## src/rtl/reg_bank_write_arbiter_if.sv

```systemverilog
// Write-request bus between the register-bank requesters and the write arbiter.
// The master side is the requester group, the slave side is the arbiter.
interface reg_bank_write_arbiter_if #(
  parameter int NREQ  = 4,
  parameter int NREG  = 8,
  parameter int AW    = 3,
  parameter int WIDTH = 8
);
  logic [NREQ-1:0]       req;
  logic [NREQ-1:0]       lock;
  logic [NREQ*AW-1:0]    wr_addr;
  logic [NREQ*WIDTH-1:0] wr_data;
  logic [NREQ-1:0]       gnt;
  logic [NREG-1:0]       ld_en;
  logic [WIDTH-1:0]      ld_data;
  logic                  busy;
  logic                  addr_err;

  modport master (
    output req, lock, wr_addr, wr_data,
    input  gnt, ld_en, ld_data, busy, addr_err
  );

  modport slave (
    input  req, lock, wr_addr, wr_data,
    output gnt, ld_en, ld_data, busy, addr_err
  );
endinterface

```

## src/rtl/reg_bank_write_arbiter.sv

```systemverilog
// Round-robin write arbiter for the shared holding-register bank: grants one
// requester at a time and drives a single-cycle load enable into one register.
//
// state    | meaning
// ---------+-----------------------------------------------------------
// S_IDLE   | no write in flight, arbitrating every cycle
// S_GRANT  | gnt pulse out, winner's address/data captured at cycle end
// S_COMMIT | ld_en (or addr_err) pulse out, arbitrating for the next write
module reg_bank_write_arbiter #(
  parameter int NREQ     = 4,
  parameter int NREG     = 8,
  parameter int AW       = 3,
  parameter int WIDTH    = 8,
  parameter int MAXBURST = 4
) (
  input  logic                    i_clk,
  input  logic                    i_rst_n,
  reg_bank_write_arbiter_if.slave bus
);

  localparam int              IW       = (NREQ > 1) ? $clog2(NREQ) : 1;
  localparam int              BW       = $clog2(MAXBURST + 1);
  localparam logic [IW:0]     NREQ_W   = (IW + 1)'(NREQ);
  localparam logic [AW:0]     NREG_W   = (AW + 1)'(NREG);
  localparam logic [BW-1:0]   MAXB_W   = BW'(MAXBURST);
  localparam logic [IW-1:0]   LAST_IDX = IW'(NREQ - 1);

  typedef enum logic [1:0] {
    S_IDLE   = 2'd0,
    S_GRANT  = 2'd1,
    S_COMMIT = 2'd2
  } state_t;

  state_t           r_state;
  state_t           w_state_nxt;
  logic [NREQ-1:0]  r_gnt;
  logic [NREQ-1:0]  w_gnt_nxt;
  logic [NREG-1:0]  r_ld_en;
  logic [NREG-1:0]  w_ld_en_nxt;
  logic [WIDTH-1:0] r_ld_data;
  logic [WIDTH-1:0] w_ld_data_nxt;
  logic             r_busy;
  logic             r_addr_err;
  logic             w_addr_err_nxt;
  logic [IW-1:0]    r_rr;
  logic [IW-1:0]    r_last;
  logic [BW-1:0]    r_burst;
  logic [IW-1:0]    w_rr_idx;
  logic             w_rr_found;
  logic [IW:0]      w_probe;
  logic             w_lock_hit;
  logic [IW-1:0]    w_win;
  logic [IW-1:0]    w_rr_nxt;
  logic [BW-1:0]    w_burst_nxt;
  logic             w_sel;
  logic [AW-1:0]    w_addr_arr [NREQ];
  logic [WIDTH-1:0] w_data_arr [NREQ];
  logic [AW-1:0]    w_cap_addr;
  logic [WIDTH-1:0] w_cap_data;

  always_comb begin
    for (int k = 0; k < NREQ; k++) begin
      w_addr_arr[k] = bus.wr_addr[k*AW +: AW];
      w_data_arr[k] = bus.wr_data[k*WIDTH +: WIDTH];
    end
  end

  // Search from the pointer upward, wrapping; first set request wins.
  always_comb begin
    w_rr_found = 1'b0;
    w_rr_idx   = '0;
    w_probe    = '0;
    for (int k = 0; k < NREQ; k++) begin
      w_probe = {1'b0, r_rr} + (IW + 1)'(k);
      if (w_probe >= NREQ_W) w_probe = w_probe - NREQ_W;
      if (!w_rr_found && bus.req[w_probe[IW-1:0]]) begin
        w_rr_found = 1'b1;
        w_rr_idx   = w_probe[IW-1:0];
      end
    end
  end

  // r_burst == 0 only after reset, when there is no previous winner to hold.
  assign w_lock_hit  = (r_burst != '0) && (r_burst < MAXB_W) &&
                       bus.req[r_last] && bus.lock[r_last];
  assign w_win       = w_lock_hit ? r_last : w_rr_idx;
  assign w_rr_nxt    = (w_win == LAST_IDX) ? '0 : w_win + 1'b1;
  assign w_burst_nxt = w_lock_hit ? r_burst + 1'b1 : BW'(1);

  // r_last holds the requester currently in GRANT.
  assign w_cap_addr  = w_addr_arr[r_last];
  assign w_cap_data  = w_data_arr[r_last];

  always_comb begin
    w_state_nxt    = r_state;
    w_gnt_nxt      = '0;
    w_ld_en_nxt    = '0;
    w_ld_data_nxt  = r_ld_data;
    w_addr_err_nxt = 1'b0;
    w_sel          = 1'b0;
    case (r_state)
      S_GRANT: begin
        w_state_nxt = S_COMMIT;
        if ({1'b0, w_cap_addr} < NREG_W) begin
          w_ld_en_nxt   = NREG'(1) << w_cap_addr;
          w_ld_data_nxt = w_cap_data;
        end else begin
          w_addr_err_nxt = 1'b1;
        end
      end
      default: begin
        // IDLE and COMMIT arbitrate identically, so COMMIT chains straight to GRANT.
        if (|bus.req) begin
          w_state_nxt = S_GRANT;
          w_gnt_nxt   = NREQ'(1) << w_win;
          w_sel       = 1'b1;
        end else begin
          w_state_nxt = S_IDLE;
        end
      end
    endcase
  end

  always_ff @(posedge i_clk or negedge i_rst_n) begin
    if (!i_rst_n) begin
      r_state    <= S_IDLE;
      r_gnt      <= '0;
      r_ld_en    <= '0;
      r_ld_data  <= '0;
      r_busy     <= 1'b0;
      r_addr_err <= 1'b0;
      r_rr       <= '0;
      r_last     <= '0;
      r_burst    <= '0;
    end else begin
      r_state    <= w_state_nxt;
      r_gnt      <= w_gnt_nxt;
      r_ld_en    <= w_ld_en_nxt;
      r_ld_data  <= w_ld_data_nxt;
      r_busy     <= (w_state_nxt != S_IDLE);
      r_addr_err <= w_addr_err_nxt;
      if (w_sel) begin
        r_last  <= w_win;
        r_rr    <= w_rr_nxt;
        r_burst <= w_burst_nxt;
      end
    end
  end

  assign bus.gnt      = r_gnt;
  assign bus.ld_en    = r_ld_en;
  assign bus.ld_data  = r_ld_data;
  assign bus.busy     = r_busy;
  assign bus.addr_err = r_addr_err;

endmodule

```

## src/flat_wrapper.sv

```systemverilog
// flat-port wrapper written by rule: the top's interface ports become plain ports
module reg_bank_write_arbiter_flat 
#(
  parameter int NREQ     = 4,
  parameter int NREG     = 8,
  parameter int AW       = 3,
  parameter int WIDTH    = 8,
  parameter int MAXBURST = 4
)
  (i_clk, i_rst_n, bus_req, bus_lock, bus_wr_addr, bus_wr_data, bus_gnt, bus_ld_en, bus_ld_data, bus_busy, bus_addr_err);
  reg_bank_write_arbiter_if #(.NREQ(NREQ), .NREG(NREG), .AW(AW), .WIDTH(WIDTH)) bus_i ();
  input  logic i_clk;
  input  logic i_rst_n;
  input wire logic [$bits(bus_i.req)-1:0] bus_req;
  input wire logic [$bits(bus_i.lock)-1:0] bus_lock;
  input wire logic [$bits(bus_i.wr_addr)-1:0] bus_wr_addr;
  input wire logic [$bits(bus_i.wr_data)-1:0] bus_wr_data;
  output wire logic [$bits(bus_i.gnt)-1:0] bus_gnt;
  output wire logic [$bits(bus_i.ld_en)-1:0] bus_ld_en;
  output wire logic [$bits(bus_i.ld_data)-1:0] bus_ld_data;
  output wire logic [$bits(bus_i.busy)-1:0] bus_busy;
  output wire logic [$bits(bus_i.addr_err)-1:0] bus_addr_err;
  assign bus_i.req = bus_req;
  assign bus_i.lock = bus_lock;
  assign bus_i.wr_addr = bus_wr_addr;
  assign bus_i.wr_data = bus_wr_data;
  assign bus_gnt = bus_i.gnt;
  assign bus_ld_en = bus_i.ld_en;
  assign bus_ld_data = bus_i.ld_data;
  assign bus_busy = bus_i.busy;
  assign bus_addr_err = bus_i.addr_err;
  reg_bank_write_arbiter #(.NREQ(NREQ), .NREG(NREG), .AW(AW), .WIDTH(WIDTH), .MAXBURST(MAXBURST)) u_core (.i_clk(i_clk), .i_rst_n(i_rst_n), .bus(bus_i));
endmodule
```

## config.mk

```make
export PLATFORM = sky130hd
export DESIGN_NAME = reg_bank_write_arbiter_flat
export DESIGN_NICKNAME = d
export VERILOG_FILES = /design/src/rtl/reg_bank_write_arbiter_if.sv /design/src/rtl/reg_bank_write_arbiter.sv /design/src/flat_wrapper.sv
export SDC_FILE = /design/constraint.sdc
export NUM_CORES = 1
export LEC_CHECK = 0
export ABC_CLOCK_PERIOD_IN_PS = 2300
export BUFFER_PORTS_ARGS = -buffer_cell sky130_fd_sc_hd__buf_4
export CAP_MARGIN = 15
export CORE_MARGIN = 1
export CORE_UTILIZATION = 46
export DETAILED_ROUTE_END_ITERATION = 10
export PLACE_DENSITY = 0.8
export RECOVER_POWER = 25
export SLEW_MARGIN = 25
export SYNTH_ARGS = -nofsm -noshare
export SYNTH_HDL_FRONTEND = slang
export SYNTH_SLANG_ARGS = --single-unit
```

## constraint.sdc

```tcl
create_clock -name i_clk -period 2.3 [get_ports i_clk]
set_input_delay 0.46 -clock i_clk [delete_from_list [all_inputs] [get_ports i_clk]]
set_output_delay 0.46 -clock i_clk [all_outputs]
set_load 0.02 [all_outputs]
```

---- After elaboration in Yosys (flattened, before gate mapping) ----
Index checks and enable logic that the tools add are counted.
cells by class
  $add $sub $neg .......................... 9
  $lt $le $gt $ge ......................... 11
  equality and inequality tests ........... 2
  shifts and indexed selects .............. 2
  muxes and demuxes ....................... 39
  bitwise operators ....................... 1
  reductions and logical operators ........ 12
operators by type and width
  cell                 count
  $mux 8               3
  $mux 2               11
  $bmux 8 s2           1
  $lt 2x3->1 const B   5
  $bmux 1 s2           6
  $ge 3x3->1 const B   4
  $mux 1               12
  $mux 3               3
  $mux 4               2
  $shl 1x3->8 const A  1
  $sub 2x1->2 const B  4
  $add 2x2->3 const B  2
  $bmux 3 s2           1
  $logic_and 1x1->1    6
  $reduce_or 4->1      1
  $shl 1x2->4 const A  1
  $add 2x1->3 const B  1
  $add 3x1->3 const B  1
  $ge 2x3->1 const B   1
  $logic_not 1->1      3
  $lt 3x3->1 const B   1
  $not 2->3            1
  $reduce_bool 3->1    1
  $add 2x1->2 const B  1
  3 further kinds      3
word-level totals
  flip-flop bits (word level) ............. 30
  input port bits ......................... 54
  output and inout port bits .............. 22
  logic and storage cells ................. 84

---- Logic depth before layout (Yosys ltp) ----
Gate-level depths: netlist (run 1).
  depth after elaboration ................. 18
  depth in mapped cells ................... 8
  mapped depth without buffers ............ 8

---- Worst setup path before layout (run 1) ----
No wires, ideal clock.
  kind .................................... input -> register
  start ................................... input bus_lock[1]
  end ..................................... register u_core.r_rr[0]
  setup time .............................. 0.092 ns
  arrival ................................. 1.946 ns
  required time ........................... 2.208 ns
  path slack .............................. 0.262 ns
  stages on the path ...................... 6
  path buffers ............................ 0
  cells stage by stage .................... nand2_1 -> a311o_1 -> or3_1 -> a22o_1 -> ha_1 -> o31ai_2
on the way
  cells in the longest elaborated chain, start to end .. 6
  elaborated cells on any way between the ends .. 7
  those cells by class .................... add/sub (1); eq/ne (1); mux (4); reduce/logical (1)
RTL lines
  what                                              RTL line                       source
  start: declaration                                flat_wrapper.sv:15             input wire logic [$bits(bus_i.lock)-1:0] bus_lock;
  $bmux 1 s2 (*)                                    reg_bank_write_arbiter.sv:85   bus.req[r_last] && bus.lock[r_last];
  $mux 1 (implied by the code) (*)                  reg_bank_write_arbiter.sv:85
  $logic_and 1x1->1 (*)                             reg_bank_write_arbiter.sv:85
  $mux 2 (*)                                        reg_bank_write_arbiter.sv:86   assign w_win = w_lock_hit ? r_last : w_rr_idx;
  via u_core.w_win[0]                               reg_bank_write_arbiter.sv:52   logic [IW-1:0] w_win;
  $add 2x1->2 / $eq 2x2->1 (equally long branches)  reg_bank_write_arbiter.sv:87   assign w_rr_nxt = (w_win == LAST_IDX) ? '0 : w_win + 1'b1;
  $mux 2 (*)                                        reg_bank_write_arbiter.sv:87
  end signal: assignment                            reg_bank_write_arbiter.sv:144  r_rr <= w_rr_nxt;
  end: declaration                                  reg_bank_write_arbiter.sv:45   logic [IW-1:0] r_rr;
The timed path passes the listed nets; every way through them passes the cells marked *. The select of a mux whose other input is x is not followed.
A chain may end at the register's enable or synchronous reset.

---- Final worst setup path (run 1) ----
  start ................................... register u_core.r_burst[0]
  end ..................................... register u_core.r_rr[0]
on the way
  cells in the longest elaborated chain, start to end .. 7
  elaborated cells on any way between the ends .. 9
  those cells by class .................... add/sub (1); order compare (1); eq/ne (1); mux (2); reduce/logical (4)
RTL lines
  what                                                    RTL line                       source
  start: declaration                                      reg_bank_write_arbiter.sv:47   logic [BW-1:0] r_burst;
  start signal: assignment                                reg_bank_write_arbiter.sv:145  r_burst <= w_burst_nxt;
  $lt 3x3->1 / $reduce_bool 3->1 (equally long branches)  reg_bank_write_arbiter.sv:84   assign w_lock_hit = (r_burst != '0) && (r_burst < MAXB_W) &&
  $logic_and 1x1->1 (*) (2 in a row)                      reg_bank_write_arbiter.sv:84
  $logic_and 1x1->1 (*)                                   reg_bank_write_arbiter.sv:85
  $mux 2 (*)                                              reg_bank_write_arbiter.sv:86
  via u_core.w_win[0]                                     reg_bank_write_arbiter.sv:52
  $add 2x1->2 / $eq 2x2->1 (equally long branches)        reg_bank_write_arbiter.sv:87
  $mux 2 (*)                                              reg_bank_write_arbiter.sv:87
The timed path passes the listed nets; every way through them passes the cells marked *.

==> flow_metrics.tcl, run 1 <==
set metrics [dict create \
    status "finished, violations left" \
    violations "capacitance limit, slew limit" \
    clock_skew_ps 6.38 \
    drv_slew 31 \
    die_w_um 60.5 \
    syn-instance-count 131 \
    worstReg2RegEnd "u_core.r_rr[0]" \
    setup_tns_ps 0 \
    via_per_inst 5.25 \
    grt_use_total_pct 22.3 \
    synth_edf_count 0 \
    crit_type "register to register" \
    grt_overflow 0 \
    wl_per_cell_um 15.1 \
    syn_nets 191 \
    required_ps 2540 \
    cpPeakStageDelay_ps 400 \
    grt_pass1_vias 1323 \
    hold_viol_final 0 \
    min_period_ps 2190 \
    r2r_slack_ps 110 \
    antenna_found_initial 0 \
    fin_hold_ws_ps 386 \
    rsz0062_at_grt "no" \
    critPathCapture "u_core.r_rr[0]" \
    htree_levels 2 \
    crit_chain "inv_1 > ha_1 > a311o_1 > or3_1 > a22o_1 > ha_1 > o31ai_2" \
    antenna_left 0 \
    maxCapViolCount 1 \
    max-vdd-ir-drop_v 0.000703 \
    numCtsBuffers 5 \
    synth-seq-area-share_pct 47.7 \
    syn_to_final_growth_pct 42.1 \
    routed_wl_um 3830 \
    cts.reportedPaths.clkPinSlew_ps 90 \
    final_util_pct 71.0 \
    power_density_mw_per_mm2 1150 \
    setup_viol 0 \
    die_area_mm2 0.00366 \
    leakagePower_nw 1.09 \
    dpl.hpwl_um 2970 \
    r2r_cells 7 \
    clock.fmax_mhz 456 \
    num_antenna_cells 0 \
    worstMarginPinSlew_ps 1550 \
    drt_iter0_markers 23 \
    rows 20 \
    dr.pass1.iters 4 \
    gp_congestion 0.873 \
    power_mw 2.56 \
    cts_tree "built" \
    io_buffers 74 \
    grt_max_degree 31 \
    crit_cells 7 \
    coreArea_mm2 0.00315 \
    die_h_um 60.5 \
    slew_headroom_pct -3.39 \
    grt_pass1_wl_um 5720 \
    synth_flop_cell "dfrtp_1" \
    place_inst 246 \
    crit_path_start_kind "register" \
    crit_buf_inv 1 \
    io_pins 76 \
    num_vias 1329 \
    drc 0 \
    clock_path_buffers 2 \
    endpoint_kind "register" \
    ys_async_sr_fraction_pct 100 \
    cp_slowest_cell "or3_1" \
    final_cell_count_no_fill 253 \
    insertion_delay_ps 330 \
    finalCritPeriodShare_pct 95.3 \
    cts.sinks 30 \
    avgSynthCellArea_um2 12.0 \
    clockRootBuffer "clkbuf_4" \
    mostFrequentLayoutCell "buf_4" \
    startpoint "u_core.r_burst[0]" \
    layout_common_cells "78 x buf_4, 30 x dfrtp_1, 11 x mux4_2, 10 x nand2_1, 9 x nor2_1" \
    ys_warn_count 0 \
    crit_top_cell "ha_1" \
    cts_hold_buf 0 \
    crit_family "compound AO/OA/AOI/OAI gates" \
    nNetsFinal 270 \
    drive_gt1_share_pct 51.2 \
    ys_types 31 \
    arrival_ps 2430 \
    synth_area_mm2 0.00157 \
    r2r_start "u_core.r_burst[0]" \
    start_util_pct 49.9 \
    ys_ff_latch 30 \
    crit_fanout 4 \
    hp-class "input port to register" \
]
[metrics by stage]
step / instance area, µm² / setup WS (ps)
2_1_floorplan: 1570 / 262
3_3_place_gp: 2180 / 115
3_5_place_dp: 2180 / 16.4
4_1_cts: 2230 / 98.5
5_1_grt: 2240 / 8.72
6_report: 2240 / 109
[synth_stat cells, types with 2 or more instances]
master,instances,area (µm²)
a21oi_1,7,35.0
ha_1,6,75.1
a22o_1,2,17.5
o21ai_0,6,30.0
clkbuf_1,4,15.0
nand2b_1,6,37.5
nor2_1,9,33.8
buf_2,2,10.0
inv_1,7,26.3
mux2_2,8,90.1
dfrtp_1,30,751
or2_2,2,12.5
and2_1,5,31.3
nand2_1,10,37.5
mux4_2,11,248
[layer usage]
metal | GRT usage, % | vias to the layer above | share of wire [%]
met4 | 9.09 | 0 | 1.3
met5 | 0 | - | 0
met1 | 24.6 | 658 | 38
met2 | 40.7 | 46 | 55
met3 | 5.76 | 6 | 6.2
li1 | - | 619 | -
[tightest hold or removal path: stages]
cell,delay (ps)
buf_4,90
nor4_1,60
nand2b_1,60
[registers in the layout (all words and copies together) (netlist names)]
register,count
u_core.bus.gnt,4
u_core.r_burst,3
u_core.bus.ld_data,8
u_core.r_last,2
u_core.bus.ld_en,8
u_core.bus.busy,1
u_core.r_state,2
u_core.r_rr,2
[cell families (layout without fill, tap and decap cells)]
logic type,Yosys count,after routing,synth area share [%]
AO/OA/AOI/OAI,22,22,9.38
adder cells (fa/ha/maj),6,6,4.77
buffers and inverters,15,93,3.97
flip-flops,30,30,47.7
multiplexers,20,20,22.2
other,1,1,0.238
AND/OR/NAND/NOR,37,37,11.8
[area by class of cell]
type | instances | area [µm²]
Tap cell | 44 | 55.1
Clock buffer | 6 | 51.3
Fill cell | 256 | 916
Sequential cell | 30 | 751
Multi-Input combinational cell | 86 | 761
Inverter | 8 | 30.0
Timing Repair Buffer | 79 | 589
[where the power goes]
group / total [mW] / switching, mW / internal, mW / leakage, nW
Clock: 0.309 / 0.171 / 0.137 / 0.0302
Sequential: 0.818 / 0.101 / 0.717 / 0.374
Combinational: 1.44 / 0.706 / 0.731 / 0.689
Total: 2.56 / 0.978 / 1.59 / 1.09
[what timing repair did]
item,CTS,global route
gates resized for setup,0,0
setup endpoints to repair,0,2
setup buffers,0,1
[worst min path at each step]
stage,from,to,slack (ps),depth (start not counted)
finish,bus_req[3],u_core.bus.busy,390,3
global route,bus_req[3],u_core.bus.busy,390,3
CTS,i_rst_n,u_core.r_rr[1],40,1
detailed placement,i_rst_n,u_core.bus.ld_en[2],410,1
global placement,i_rst_n,u_core.bus.ld_en[2],400,1
floorplan,i_rst_n,u_core.bus.busy,160,0
Power figures use the tool's default switching activity.
==> run 2, diff against run 1 <==
--- a/config.mk
+++ b/config.mk
@@ -8,10 +8,12 @@
 export ABC_CLOCK_PERIOD_IN_PS = 2300
 export BUFFER_PORTS_ARGS = -buffer_cell sky130_fd_sc_hd__buf_4
 export CAP_MARGIN = 15
+export CELL_PAD_IN_SITES_DETAIL_PLACEMENT = 1
+export CELL_PAD_IN_SITES_GLOBAL_PLACEMENT = 2
 export CORE_MARGIN = 1
-export CORE_UTILIZATION = 46
+export CORE_UTILIZATION = 27
 export DETAILED_ROUTE_END_ITERATION = 10
-export PLACE_DENSITY = 0.8
+export PLACE_DENSITY_LB_ADDON = 0.1
 export RECOVER_POWER = 25
 export SLEW_MARGIN = 25
 export SYNTH_ARGS = -nofsm -noshare
==> constraint.sdc (replaced) <==
create_clock -name i_clk -period 2.3 [get_ports i_clk]
set_input_delay 0.115 -clock i_clk [delete_from_list [all_inputs] [get_ports i_clk]]
set_output_delay 0.115 -clock i_clk [all_outputs]
set_load 0.02 [all_outputs]
==> flow_metrics.tcl, run 2 (synthesized netlist as in run 1, its figures left out) <==
set metrics [dict create \
    status "finished, violations left" \
    violations "capacitance limit, slew limit" \
    routed_wl_um 4120 \
    required_ps 2490 \
    drive_gt1_share_pct 51.2 \
    power_mw 2.68 \
    setup_viol 0 \
    io_buffers 74 \
    hp-class "input port to register" \
    gp_congestion 0.769 \
    arrival_ps 2350 \
    syn_to_final_growth_pct 47.4 \
    crit_fanout 5 \
    die_h_um 78.4 \
    layout_common_cells "77 x buf_4, 30 x dfrtp_1, 11 x mux4_2, 10 x nand2_1, 9 x nor2_1" \
    crit_type "register to register" \
    cpPeakStageDelay_ps 410 \
    dr.pass1.iters 3 \
    multi_input_area_um2 766 \
    dpl.hpwl_um 3270 \
    rsz0062_at_grt "no" \
    numCtsBuffers 5 \
    crit_path_start_kind "register" \
    cp_slowest_cell "or3_4" \
    crit_chain "inv_1 > ha_1 > a311o_1 > or3_4 > a22o_1 > ha_1 > o31ai_2" \
    grt_overflow 0 \
    via_per_inst 4.72 \
    coreArea_mm2 0.00557 \
    start_util_pct 28.2 \
    hold_depth 3 \
    drv_slew 31 \
    min_period_ps 2160 \
    clock_path_buffers 2 \
    maxCapViolCount 1 \
    num_vias 1336 \
    drc 0 \
    max-vdd-ir-drop_v 0.000330 \
    die_w_um 78.4 \
    r2r_start "u_core.r_burst[0]" \
    min_from "bus_req[3]" \
    endpoint_kind "register" \
    finalCritPeriodShare_pct 94.1 \
    slew_headroom_pct -8.05 \
    htree_levels 2 \
    grt_pass1_vias 1441 \
    p_clk_share_pct 16.0 \
    drt_iter0_markers 56 \
    rows 27 \
    setup_tns_ps 0 \
    io_pins 76 \
    swShare_pct 37.1 \
    pwr-share-comb_pct 53.2 \
    cts_tree "built" \
    power.switching_mw 0.994 \
    die_area_mm2 0.00614 \
    r2r_cells 7 \
    antenna_left 0 \
    hold_viol_final 0 \
    cts.reportedPaths.clkPinSlew_ps 60 \
    r2r_slack_ps 140 \
    leakagePower_nw 1.11 \
    grt_use_total_pct 14.5 \
    n_fill_cell 637 \
    power_frac_seq_pct 30.7 \
    hold_end "u_core.bus.busy" \
    grt_max_degree 31 \
    num_antenna_cells 0 \
    clockRootBuffer "clkbuf_8" \
    grt_pass1_wl_um 6800 \
    worstReg2RegEnd "u_core.r_rr[0]" \
    power_density_mw_per_mm2 1160 \
    mostFrequentLayoutCell "buf_4" \
    cts.sinks 30 \
    clock.fmax_mhz 462 \
    wl_per_cell_um 14.6 \
    antenna_found_initial 0 \
    clock_skew_ps 4.61 \
    nNetsFinal 270 \
    insertion_delay_ps 280 \
    worstMarginPinSlew_ps 1620 \
    crit_top_cell "ha_1" \
    internal-power_mw 1.69 \
    regArea_um2 751 \
]
-- run 2: routing by layer --
metal / share of wire [%] / routed length (µm) / track usage, % / up-vias
li1: - / - / - / 622
met1: 42 / 1710 / 16.0 / 663
met2: 51 / 2110 / 26.6 / 46
met3: 5.9 / 244 / 4.19 / 5
met4: 1.2 / 48 / 4.44 / 0
met5: 0 / 0 / 0 / -
-- run 2: cell type report --
cell class / instances / area share, %
clock buffer: 7 / 3.72
clock inverter: 1 / 0.216
inverter: 8 / 1.29
multi-input combinational: 86 / 33.0
sequential: 30 / 32.4
tap: 72 / 3.88
timing repair buffer: 79 / 25.5
-- run 2: power by group through the flow --
stage	Clock [mW]	Combinational, mW	Sequential, mW
4_1_cts	0.446	1.43	0.829
2_1_floorplan	0	0.774	0.982
3_3_place_gp	0	1.38	0.824
3_5_place_dp	0	1.42	0.836
5_1_grt	0.467	1.58	0.852
6_report	0.430	1.43	0.824
-- run 2: stage by stage --
stage,worst slack (ps),cell area [µm²],cells,utilization (%),hold WS (ps)
3_3_place_gp,199,2210,273,39.6,67.6
5_1_grt,6.21,2320,283,41.6,105
4_1_cts,110,2310,282,41.5,96.7
3_5_place_dp,109,2210,273,39.6,72.4
2_1_floorplan,265,1570,131,-,-181
6_report,137,2320,283,41.6,97.8
-- run 2: how the worst max path moves through the flow --
stage | startpoint | endpoint | cells after the start
after floorplan | u_core.r_burst[0] | u_core.r_rr[0] | 7
after global placement | u_core.r_burst[0] | u_core.r_rr[0] | 7
after detailed placement | u_core.r_burst[0] | u_core.r_rr[0] | 7
after CTS | u_core.r_burst[0] | u_core.r_rr[0] | 7
after global routing | u_core.r_last[0] | u_core.r_rr[0] | 7
final | u_core.r_burst[0] | u_core.r_rr[0] | 7
-- run 2: timing repair --
action | 4_1_cts | 5_1_grt
resized for setup | 0 | 1
endpoints found under the hold margin | 30 | 0
hold buffers | 1 | 0
setup endpoints to repair | 0 | 1
setup buffers | 0 | 1
-- run 2: critical path, delay by kind of cell, from the launching register on --
kind,cells,cell delay (ps)
AND/OR/NAND/NOR,1,410
flip-flops,1,350
AO/OA/AOI/OAI,3,820
buffers and inverters,1,70
adder cells (fa/ha/maj),2,420
==> run 3, diff against run 2 <==
--- a/config.mk
+++ b/config.mk
@@ -8,10 +8,10 @@
 export ABC_CLOCK_PERIOD_IN_PS = 2300
 export BUFFER_PORTS_ARGS = -buffer_cell sky130_fd_sc_hd__buf_4
 export CAP_MARGIN = 15
-export CELL_PAD_IN_SITES_DETAIL_PLACEMENT = 1
-export CELL_PAD_IN_SITES_GLOBAL_PLACEMENT = 2
+export CELL_PAD_IN_SITES_DETAIL_PLACEMENT = 0
+export CELL_PAD_IN_SITES_GLOBAL_PLACEMENT = 1
 export CORE_MARGIN = 1
-export CORE_UTILIZATION = 27
+export CORE_UTILIZATION = 31
 export DETAILED_ROUTE_END_ITERATION = 10
 export PLACE_DENSITY_LB_ADDON = 0.1
 export RECOVER_POWER = 25
==> flow_metrics.tcl, run 3 (synthesized netlist as in run 1, its figures left out) <==
set metrics [dict create \
    status "finished, violations left" \
    violations "capacitance limit, slew limit" \
    endpoint_kind "register" \
    drive_gt1_share_pct 50.5 \
    hold_depth 3 \
    hp-class "input port to register" \
    min_period_ps 2150 \
    power_density_mw_per_mm2 1140 \
    worstReg2RegEnd "u_core.r_rr[0]" \
    via_per_inst 4.64 \
    setup_tns_ps 0 \
    htree_levels 2 \
    antenna_found_initial 0 \
    hold_viol_final 0 \
    cts.sinks 30 \
    die_w_um 73.3 \
    n_fill_cell 481 \
    insertion_delay_ps 270 \
    num_vias 1286 \
    clockRootBuffer "clkbuf_8" \
    grt_overflow 0 \
    routed_wl_um 3700 \
    mostFrequentLayoutCell "buf_4" \
    start_util_pct 32.7 \
    num_antenna_cells 0 \
    grt_max_degree 31 \
    multi_input_area_um2 761 \
    finalCritPeriodShare_pct 93.6 \
    regArea_um2 751 \
    clock_skew_ps 3.36 \
    cpPeakStageDelay_ps 410 \
    grt_pass1_wl_um 5730 \
    arrival_ps 2340 \
    cp_slowest_cell "or3_1" \
    io_pins 76 \
    layout_common_cells "76 x buf_4, 30 x dfrtp_1, 11 x mux4_2, 10 x nand2_1, 9 x nor2_1" \
    r2r_cells 7 \
    gp_congestion 0.809 \
    crit_path_start_kind "register" \
    r2r_start "u_core.r_burst[0]" \
    drc 0 \
    syn_to_final_growth_pct 46.2 \
    crit_fanout 5 \
    io_buffers 74 \
    max-vdd-ir-drop_v 0.000415 \
    crit_chain "inv_1 > ha_1 > a311o_1 > or3_1 > a22o_1 > ha_1 > o31ai_2" \
    hold_end "u_core.bus.busy" \
    wl_per_cell_um 13.4 \
    numCtsBuffers 5 \
    min_from "bus_req[3]" \
    nNetsFinal 269 \
    setup_viol 0 \
    maxCapViolCount 1 \
    worstMarginPinSlew_ps 1620 \
    crit_type "register to register" \
    required_ps 2490 \
    rsz0062_at_grt "no" \
    drv_slew 31 \
    grt_use_total_pct 14.7 \
    antenna_left 0 \
    dr.pass1.iters 4 \
    r2r_slack_ps 150 \
    crit_top_cell "ha_1" \
    fin_hold_ws_ps 95.6 \
    rows 25 \
    die_h_um 73.3 \
    dpl.hpwl_um 2910 \
    drt_iter0_markers 35 \
    grt_pass1_vias 1299 \
    coreArea_mm2 0.00482 \
    cts.reportedPaths.clkPinSlew_ps 60 \
    cts_tree "built" \
    clock.fmax_mhz 465 \
    die_area_mm2 0.00537 \
    leakagePower_nw 1.11 \
    slew_headroom_pct -7.81 \
    clock_path_buffers 2 \
]
run 3: cell type report:
cell class | count | share of cell area, %
tap | 67 | 3.64
timing repair buffer | 78 | 25.4
sequential | 30 | 32.6
clock buffer | 7 | 3.75
clock inverter | 1 | 0.218
inverter | 8 | 1.31
multi-input combinational | 86 | 33.1
run 3: worst max path at each step:
stage | start | endpoint | slack (ps) | cells past startpoint
finish | u_core.r_burst[0] | u_core.r_rr[0] | 150 | 7
global route | u_core.r_burst[0] | u_core.r_rr[0] | 20 | 7
CTS | u_core.r_burst[0] | u_core.r_rr[1] | 130 | 7
detailed placement | u_core.r_burst[0] | u_core.r_rr[1] | 110 | 7
global placement | u_core.r_burst[0] | u_core.r_rr[0] | 210 | 7
floorplan | u_core.r_burst[0] | u_core.r_rr[0] | 270 | 7
run 3: through the flow:
stage	setup slack, ps	power, mW	util, %	area [µm²]	instances
CTS	127	2.67	47.8	2300	277
floorplan	265	1.76	-	1570	131
global placement	206	2.19	45.7	2200	268
global route	19.4	2.84	47.8	2300	277
finish	148	2.62	47.8	2300	277
detailed placement	111	2.23	45.7	2200	268
run 3: layer usage:
layer	global-route usage [%]	wire [µm]	vias to the layer above
li1	-	-	618
met1	16.6	1470	604
met2	25.3	1890	55
met3	4.39	273	9
met4	6.97	65	0
met5	0	0	-
run 3: power breakdown:
group | switching [mW] | total (mW) | internal, mW
logic | 0.674 | 1.38 | 0.703
registers | 0.103 | 0.823 | 0.719
clock network | 0.184 | 0.424 | 0.241
total | 0.961 | 2.62 | 1.66
run 3: timing repair:
| item | in CTS | in global routing |
|---|---|---|
| resized for setup | 0 | 1 |
| buffers inserted | 0 | 0 |
| hold buffers | 1 | 0 |
| endpoints found under the hold margin | 30 | 0 |
| setup endpoints to repair | 0 | 1 |
run 3: worst max-delay path: cells and delay by family (launching register included):
family	cells	cell delay [ps]
compound gates	3	810
fa+ha+maj	2	420
buf+inv	1	70
flops	1	350
simple gates	1	410
